--- src/rtl/alu_const_select_encoder.sv ---
// Constant request -> one-hot PA_Select beat sequencer.
// Ports: clk, rst_n (async low), req_* in, sel_* out, err, beat_cnt.
// Optional: ALU_CONST_HIGH_EN adds req_high and the sel[0] beat.
module alu_const_select_encoder #(
  parameter int SEL_W     = 18,
  parameter int MAX_BEATS = 8
) (
  input  logic             clk,
  input  logic             rst_n,
  input  logic             req_valid,
  output logic             req_ready,
  input  logic [15:0]      req_value,
`ifdef ALU_CONST_HIGH_EN
  input  logic             req_high,
`endif
  output logic             sel_valid,
  input  logic             sel_ready,
  output logic [SEL_W-1:0] sel,
  output logic             sel_last,
  output logic             err,
  output logic [3:0]       beat_cnt
);

  localparam logic [0:0] S_IDLE = 1'b0;
  localparam logic [0:0] S_RUN  = 1'b1;

  // Greedy table, widest patterns first.
  function automatic logic [7:0] g_val(
    input logic [3:0] i
  );
    unique case (i)
      4'd0:    g_val = 8'haa;
      4'd1:    g_val = 8'h66;
      4'd2:    g_val = 8'h38;
      4'd3:    g_val = 8'h60;
      4'd4:    g_val = 8'h30;
      4'd5:    g_val = 8'h28;
      4'd6:    g_val = 8'h18;
      4'd7:    g_val = 8'h06;
      4'd8:    g_val = 8'h80;
      4'd9:    g_val = 8'h40;
      4'd10:   g_val = 8'h20;
      4'd11:   g_val = 8'h10;
      4'd12:   g_val = 8'h08;
      4'd13:   g_val = 8'h04;
      4'd14:   g_val = 8'h02;
      default: g_val = 8'h01;
    endcase
  endfunction

  // Select line driving the matching table entry.
  function automatic logic [4:0] g_idx(
    input logic [3:0] i
  );
    unique case (i)
      4'd0:    g_idx = 5'd11;
      4'd1:    g_idx = 5'd10;
      4'd2:    g_idx = 5'd9;
      4'd3:    g_idx = 5'd13;
      4'd4:    g_idx = 5'd8;
      4'd5:    g_idx = 5'd7;
      4'd6:    g_idx = 5'd5;
      4'd7:    g_idx = 5'd12;
      4'd8:    g_idx = 5'd17;
      4'd9:    g_idx = 5'd16;
      4'd10:   g_idx = 5'd6;
      4'd11:   g_idx = 5'd4;
      4'd12:   g_idx = 5'd3;
      4'd13:   g_idx = 5'd15;
      4'd14:   g_idx = 5'd14;
      default: g_idx = 5'd2;
    endcase
  endfunction

  logic [0:0] state_q, state_d;
  logic [7:0] rem_q, rem_d;
  logic       hflag_q, hflag_d;
  logic       err_q, err_d;
  logic [3:0] cnt_q, cnt_d;
  logic       high_pend;

`ifdef ALU_CONST_HIGH_EN
  logic high_q, high_d;
  assign high_pend = high_q;
`else
  assign high_pend = 1'b0;
`endif

  logic [7:0] pick_val;
  logic [4:0] pick_idx;
  logic       found;

  always_comb begin
    pick_val = 8'h00;
    pick_idx = 5'd0;
    found    = 1'b0;
    for (int i = 0; i < 16; i++) begin
      if (!found &&
          (g_val(4'(i)) & ~rem_q) == 8'h00) begin
        found    = 1'b1;
        pick_val = g_val(4'(i));
        pick_idx = g_idx(4'(i));
      end
    end
  end

  logic [SEL_W-1:0] beat_sel;
  logic             beat_last;

  // Beat content is a pure function of held state,
  // so it stays stable while stalled.
  always_comb begin
    beat_sel  = '0;
    beat_last = 1'b0;
    if (err_q) begin
      beat_last = 1'b1;
    end else if (high_pend) begin
      beat_sel[0] = 1'b1;
      beat_last   = !hflag_q && rem_q == 8'h00;
    end else if (hflag_q) begin
      beat_sel[1] = 1'b1;
      beat_last   = rem_q == 8'h00;
    end else if (rem_q == 8'h00) begin
      beat_last = 1'b1;
    end else begin
      beat_sel[pick_idx] = 1'b1;
      beat_last = (rem_q & ~pick_val) == 8'h00;
    end
  end

  logic       run;
  logic [7:0] hi;
  assign run = state_q == S_RUN;
  assign hi  = req_value[15:8];

  always_comb begin
    state_d = state_q;
    rem_d   = rem_q;
    hflag_d = hflag_q;
    err_d   = err_q;
    cnt_d   = cnt_q;
`ifdef ALU_CONST_HIGH_EN
    high_d  = high_q;
`endif
    if (!run) begin
      if (req_valid) begin
        state_d = S_RUN;
        rem_d   = req_value[7:0];
        hflag_d = hi == 8'hFF;
        err_d   = hi != 8'h00 && hi != 8'hFF;
        cnt_d   = 4'd0;
`ifdef ALU_CONST_HIGH_EN
        high_d  = req_high;
`endif
      end
    end else if (sel_ready) begin
      if (cnt_q != 4'(MAX_BEATS))
        cnt_d = cnt_q + 4'd1;
      if (beat_last)
        state_d = S_IDLE;
`ifdef ALU_CONST_HIGH_EN
      if (high_q)
        high_d = 1'b0;
      else
`endif
      if (hflag_q)
        hflag_d = 1'b0;
      else
        rem_d = rem_q & ~pick_val;
    end
  end

  always_ff @(posedge clk or negedge rst_n) begin
    if (!rst_n) begin
      state_q <= S_IDLE;
      rem_q   <= 8'h00;
      hflag_q <= 1'b0;
      err_q   <= 1'b0;
      cnt_q   <= 4'd0;
`ifdef ALU_CONST_HIGH_EN
      high_q  <= 1'b0;
`endif
    end else begin
      state_q <= state_d;
      rem_q   <= rem_d;
      hflag_q <= hflag_d;
      err_q   <= err_d;
      cnt_q   <= cnt_d;
`ifdef ALU_CONST_HIGH_EN
      high_q  <= high_d;
`endif
    end
  end

  assign req_ready = !run;
  assign sel_valid = run;
  assign sel       = run ? beat_sel : '0;
  assign sel_last  = run & beat_last;
  assign err       = run & err_q;
  assign beat_cnt  = cnt_q;

endmodule

--- config.mk ---
export PLATFORM = sky130hd
export DESIGN_NAME = alu_const_select_encoder
export DESIGN_NICKNAME = d
export VERILOG_FILES = /design/src/rtl/alu_const_select_encoder.sv
export SDC_FILE = /design/constraint.sdc
export NUM_CORES = 1
export LEC_CHECK = 0
export ABC_AREA = 1
export BUFFER_PORTS_ARGS = -buffer_cell sky130_fd_sc_hd__clkbuf_2
export CORE_MARGIN = 2
export CORE_UTILIZATION = 45
export DETAILED_ROUTE_END_ITERATION = 8
export PLACE_DENSITY = 0.73
export SLEW_MARGIN = 30
export SYNTH_ARGS = -nofsm -noshare
export SYNTH_HDL_FRONTEND = slang
export SYNTH_SLANG_ARGS = --single-unit
--- constraint.sdc ---
create_clock -name clk -period 2.4 [get_ports clk]
set_clock_uncertainty 0.2 [all_clocks]
set_input_delay 0.48 -clock clk [delete_from_list [all_inputs] [get_ports clk]]
set_output_delay 0.48 -clock clk [all_outputs]
set_load 0.01 [all_outputs]
==> results.md <==
| Stage | Quantity | This run |
|---|---|---|
| grt | Via count of the first global-routing pass | 1,646 |
| clock network | CTS tree | done |
| sta | Final clock period utilization by the worst path | 123.0% |
| synth | Proportion of synthesized flip-flops having asynchronous set or reset | 100.0% |
| synth | Cell type with the highest aggregate area in the netlist | dfrtp_1 |
| synth | Dominant register cell in the synthesized netlist | dfrtp_1 |
| pwr | Cell Pwr Density | 1254 nW/µm² |
| final layout | Post-layout instance count excluding filler cells | 365 |
| synth | Cell with the most instances after synthesis | nand2_1 |
| worst setup path | Endpoint of the most critical register-to-register path | sel_valid$_DFF_PN0_ |
| worst setup path | Kind of end point of the critical path | primary output |
| final layout | Area growth, synth to finish | 57.29% |
| drt | Detailed-route via count | 1,863 |
| grt | Initial antenna violation count | 0 |
| clock network | Clock insertion delay at the later pin of the skew report | 290 ps |
| worst setup path | R2R depth | 16 |
| grt | Aggregate global-route resource usage | 27.81% |
| drt | Vias per cell | 5.104 |
| worst setup path | CP dominant cell by count | nand2_2 |
| drt | DRC violations left | 0 |
| worst setup path | Endpoint arrival time on the critical path | 2270 ps |
| final layout | Total of fill cells in the finished design | 271 |
| worst setup path | Worst setup slack for register-to-register paths | 180 ps |
| final layout | Fraction of layout instances using a drive strength above 1 | 47.04% |
| worst setup path | Capture point of the worst path | sel_last |
| final layout | Utilization after layout | 73.51% |
| sta | Highest clock frequency the design can meet | 338.8 MHz |
| synth | Synthesis-stage register bit count | 15 |
| synth | Net count after synthesis | 242 |
| synth | Ys Warns | 0 |
| placed design | Number of buffer cells added on primary ports | 44 |
| worst setup path | Req. time, crit path | 1720 ps |
| clock network | Clock transition at the registers of the reported paths | 80 ps |
| synth | Top-area cell type share of the netlist area | 26.53% |
| placed design | Number of placed instances, taps included | 348 |
| clock network | Clk buf depth | 2 |
| sta | Tmin final | 2952 ps |
| final layout | Count of nets after finishing | 344 |
| drt | DR iter-0 viols | 112 |
| worst setup path | First element of the critical path | rem_q[5]$_DFFE_PN0P_ |
| worst setup path | Critical path start-end classification | reg -> out |
| grt | First-pass GRT wire length | 7486 µm |
| status | Violated checks | setup timing |
| placed design | Placed wire-length estimate | 3652 µm |
| worst setup path | Critical path peak fanout | 6 |
| sta | Count of pins over their slew limit | 0 |
| drt | Count of TritonRoute iterations in the first routing pass | 4 |
| final layout | Ant. Diodes | 0 |
| grt | Maximum number of pins on one net before global-route repair | 16 |
| grt | GRT Residual Overflow | 0 |
| drt | Post-detailed-route count of antenna-violating nets | 0 |
| die | Die H | 60.08 µm |
| drt | Final wirelength | 4652 µm |
| die | Standard-cell rows | 20 |
| sta | Setup Viol. Count Final | 14 |
| die | Initial standard-cell utilization of the core | 46.74% |
| die | Die Footprint | 3609 µm² |
| clock network | Sinks on Clock Net | 15 |
| pwr | Peak supply drop | 692.8 µV |
| die | Number of top-level pins | 46 |
| synth | Post-synthesis area per instance | 6.432 µm² |
| clock network | Total clock buffers created by CTS | 3 |
| pwr | Static leakage | 1.213 nW |
| synth | Number of synthesized flops with an enable pin | 0 |
| status | Run status | complete, but fails checks |
| die | Placeable Area | 3028 µm² |
| placed design | Final RePlAce weighted congestion | 0.9792 |
| synth | Post-synthesis sequential area ratio | 26.53% |
| sta | Final Hold Viols | 0 |
| worst setup path | Reg-to-reg critical path startpoint | rem_q[1]$_DFFE_PN0P_ |
| sta | Setup repair after global routing missed its margin | true |
| synth | Synthesized cell area | 1415 µm² |
| worst setup path | Max incr delay on CP | 440 ps |
| synth | Ranking of synthesized cells by area | dfrtp_1, nand2_1, nor2_1 |
| clock network | Buffer type at the clock tree root | clkbuf_4 |
| worst setup path | Slowest-stage cell, CP | dfrtp_2 |
| hold path | Hold WC Path Type | in -> reg |
| clock network | Maximum level of the CTS H-tree | 1 |
| synth | Syn Inst Count | 220 |
| sta | Final Worst Setup Slack | -551.8 ps |
| die | Die extent in x | 60.08 µm |
| drt | Wire length per cell | 12.75 µm |
| worst setup path | CP Cell Sequence | nand2_2 -> inv_2 -> nand2_2 -> nand3_4 -> nor2_4 -> nand4_4 -> nor2_4 -> nand2_2 -> nand3_1 -> nand2_1 -> nor2_2 -> nand3_2 -> a21oi_2 -> buf_2 |
| synth | Most common library cells after synthesis | nand2_1, nor2_1, inv_1, dfrtp_1, nand3_1 |
| worst setup path | Startpoint type of the worst setup path | register |
| sta | Setup TNS after final layout | -5083 ps |
| pwr | Total power | 2.792 mW |
| synth | Distinct cell type count of the synthesized netlist | 31 |
| job | Number of maximum-capacitance violations | 0 |
power by group:
| part | internal [mW] | total (mW) | switching [mW] | leakage, nW |
|---|---|---|---|---|
| Combinational | 0.974 | 2.16 | 1.19 | 1.01 |
| Clock | 0.0647 | 0.148 | 0.0831 | 0.0150 |
| Sequential | 0.365 | 0.480 | 0.115 | 0.187 |
| Total | 1.40 | 2.79 | 1.39 | 1.21 |
registers in the layout (all words and copies together), names as in the netlist:
| register | cells |
|---|---|
| err_q | 1 |
| sel_valid | 1 |
| beat_cnt | 4 |
| hflag_q | 1 |
| rem_q | 8 |
routing by layer:
| layer | wire length (µm) | global-route usage [%] | vias up |
|---|---|---|---|
| met1 | 1998 | 35.91 | 844 |
| met5 | 0 | 0 | - |
| met4 | 138 | 11.75 | 0 |
| met2 | 2214 | 46.27 | 68 |
| met3 | 301 | 3.680 | 13 |
| li1 | - | - | 938 |
critical path: cells and delay by family, from the launching register on:
kind                   cells  cell delay, ps
buffers and inverters      2             200
AO/OA/AOI/OAI              1             120
AND/OR/NAND/NOR           11            1230
flip-flops                 1             440
kinds of logic after synthesis:
logic type	Yosys count	synth area share, %
AO/OA/AOI/OAI	28	11.50
adder cells (fa/ha/maj)	2	1.768
buffers and inverters	40	10.88
flip-flops	15	26.53
other	1	0.2650
AND/OR/NAND/NOR	134	49.07
metrics by stage:
stage	area, µm²	hold WS (ps)	worst slack, ps
3_3_place_gp	2024	219.2	-220.8
6_report	2226	228.3	-551.8
2_1_floorplan	1426	-15.59	-29.85
4_1_cts	2177	228.8	-503.7
3_5_place_dp	2024	218.5	-241.5
5_1_grt	2226	228.8	-762.0
worst min-delay path by stage:
stage | from | slack, ps | to | cells after the start
2_1_floorplan | rst_n | -20 | beat_cnt[0]$_DFFE_PN0P_ | 0
3_3_place_gp | rst_n | 220 | rem_q[2]$_DFFE_PN0P_ | 1
3_5_place_dp | rst_n | 220 | rem_q[2]$_DFFE_PN0P_ | 1
4_1_cts | req_value[2] | 230 | rem_q[2]$_DFFE_PN0P_ | 3
5_1_grt | req_value[2] | 230 | rem_q[2]$_DFFE_PN0P_ | 3
6_report | req_value[2] | 230 | rem_q[2]$_DFFE_PN0P_ | 3
cell usage in the layout, fill, tap and decap left out, drive strengths merged:
| cell type | Yosys | layout |
|---|---|---|
| o21a | 1 | 1 |
| conb | 1 | 1 |
| or3 | 1 | 1 |
| clkinv | 2 | 2 |
| o21ai | 12 | 12 |
| nand2 | 47 | 47 |
| nand3b | 2 | 2 |
| o22ai | 1 | 1 |
| nor4 | 11 | 11 |
| dlygate4sd3 | 0 | 1 |
| clkbuf | 6 | 39 |
| a211oi | 1 | 1 |
| dfrtp | 15 | 15 |
| buf | 1 | 68 |
| nor3 | 7 | 7 |
| nor2 | 39 | 39 |
| a21oi | 8 | 8 |
| o211ai | 5 | 5 |
| nand4 | 9 | 9 |
| ha | 2 | 2 |
| nand3 | 18 | 18 |
| inv | 31 | 31 |
timing repair:
item,CTS,global route
buffers inserted,7,5
gates resized for setup,17,12
hold buffers,1,0
setup endpoints to repair,14,16
endpoints found under the hold margin,15,0
pin swaps,10,4
cell type report:
class                           instances  area [µm²]  area share, %
Sequential cell                        15       376.6          16.92
Timing Repair Buffer                  104       676.9          30.41
Multi-Input combinational cell        165       962.2          43.23
Clock buffer                            4       26.28          1.180
Tap cell                               44       55.05          2.473
Inverter                               33       128.9          5.790
Power figures use the tool's default switching activity.
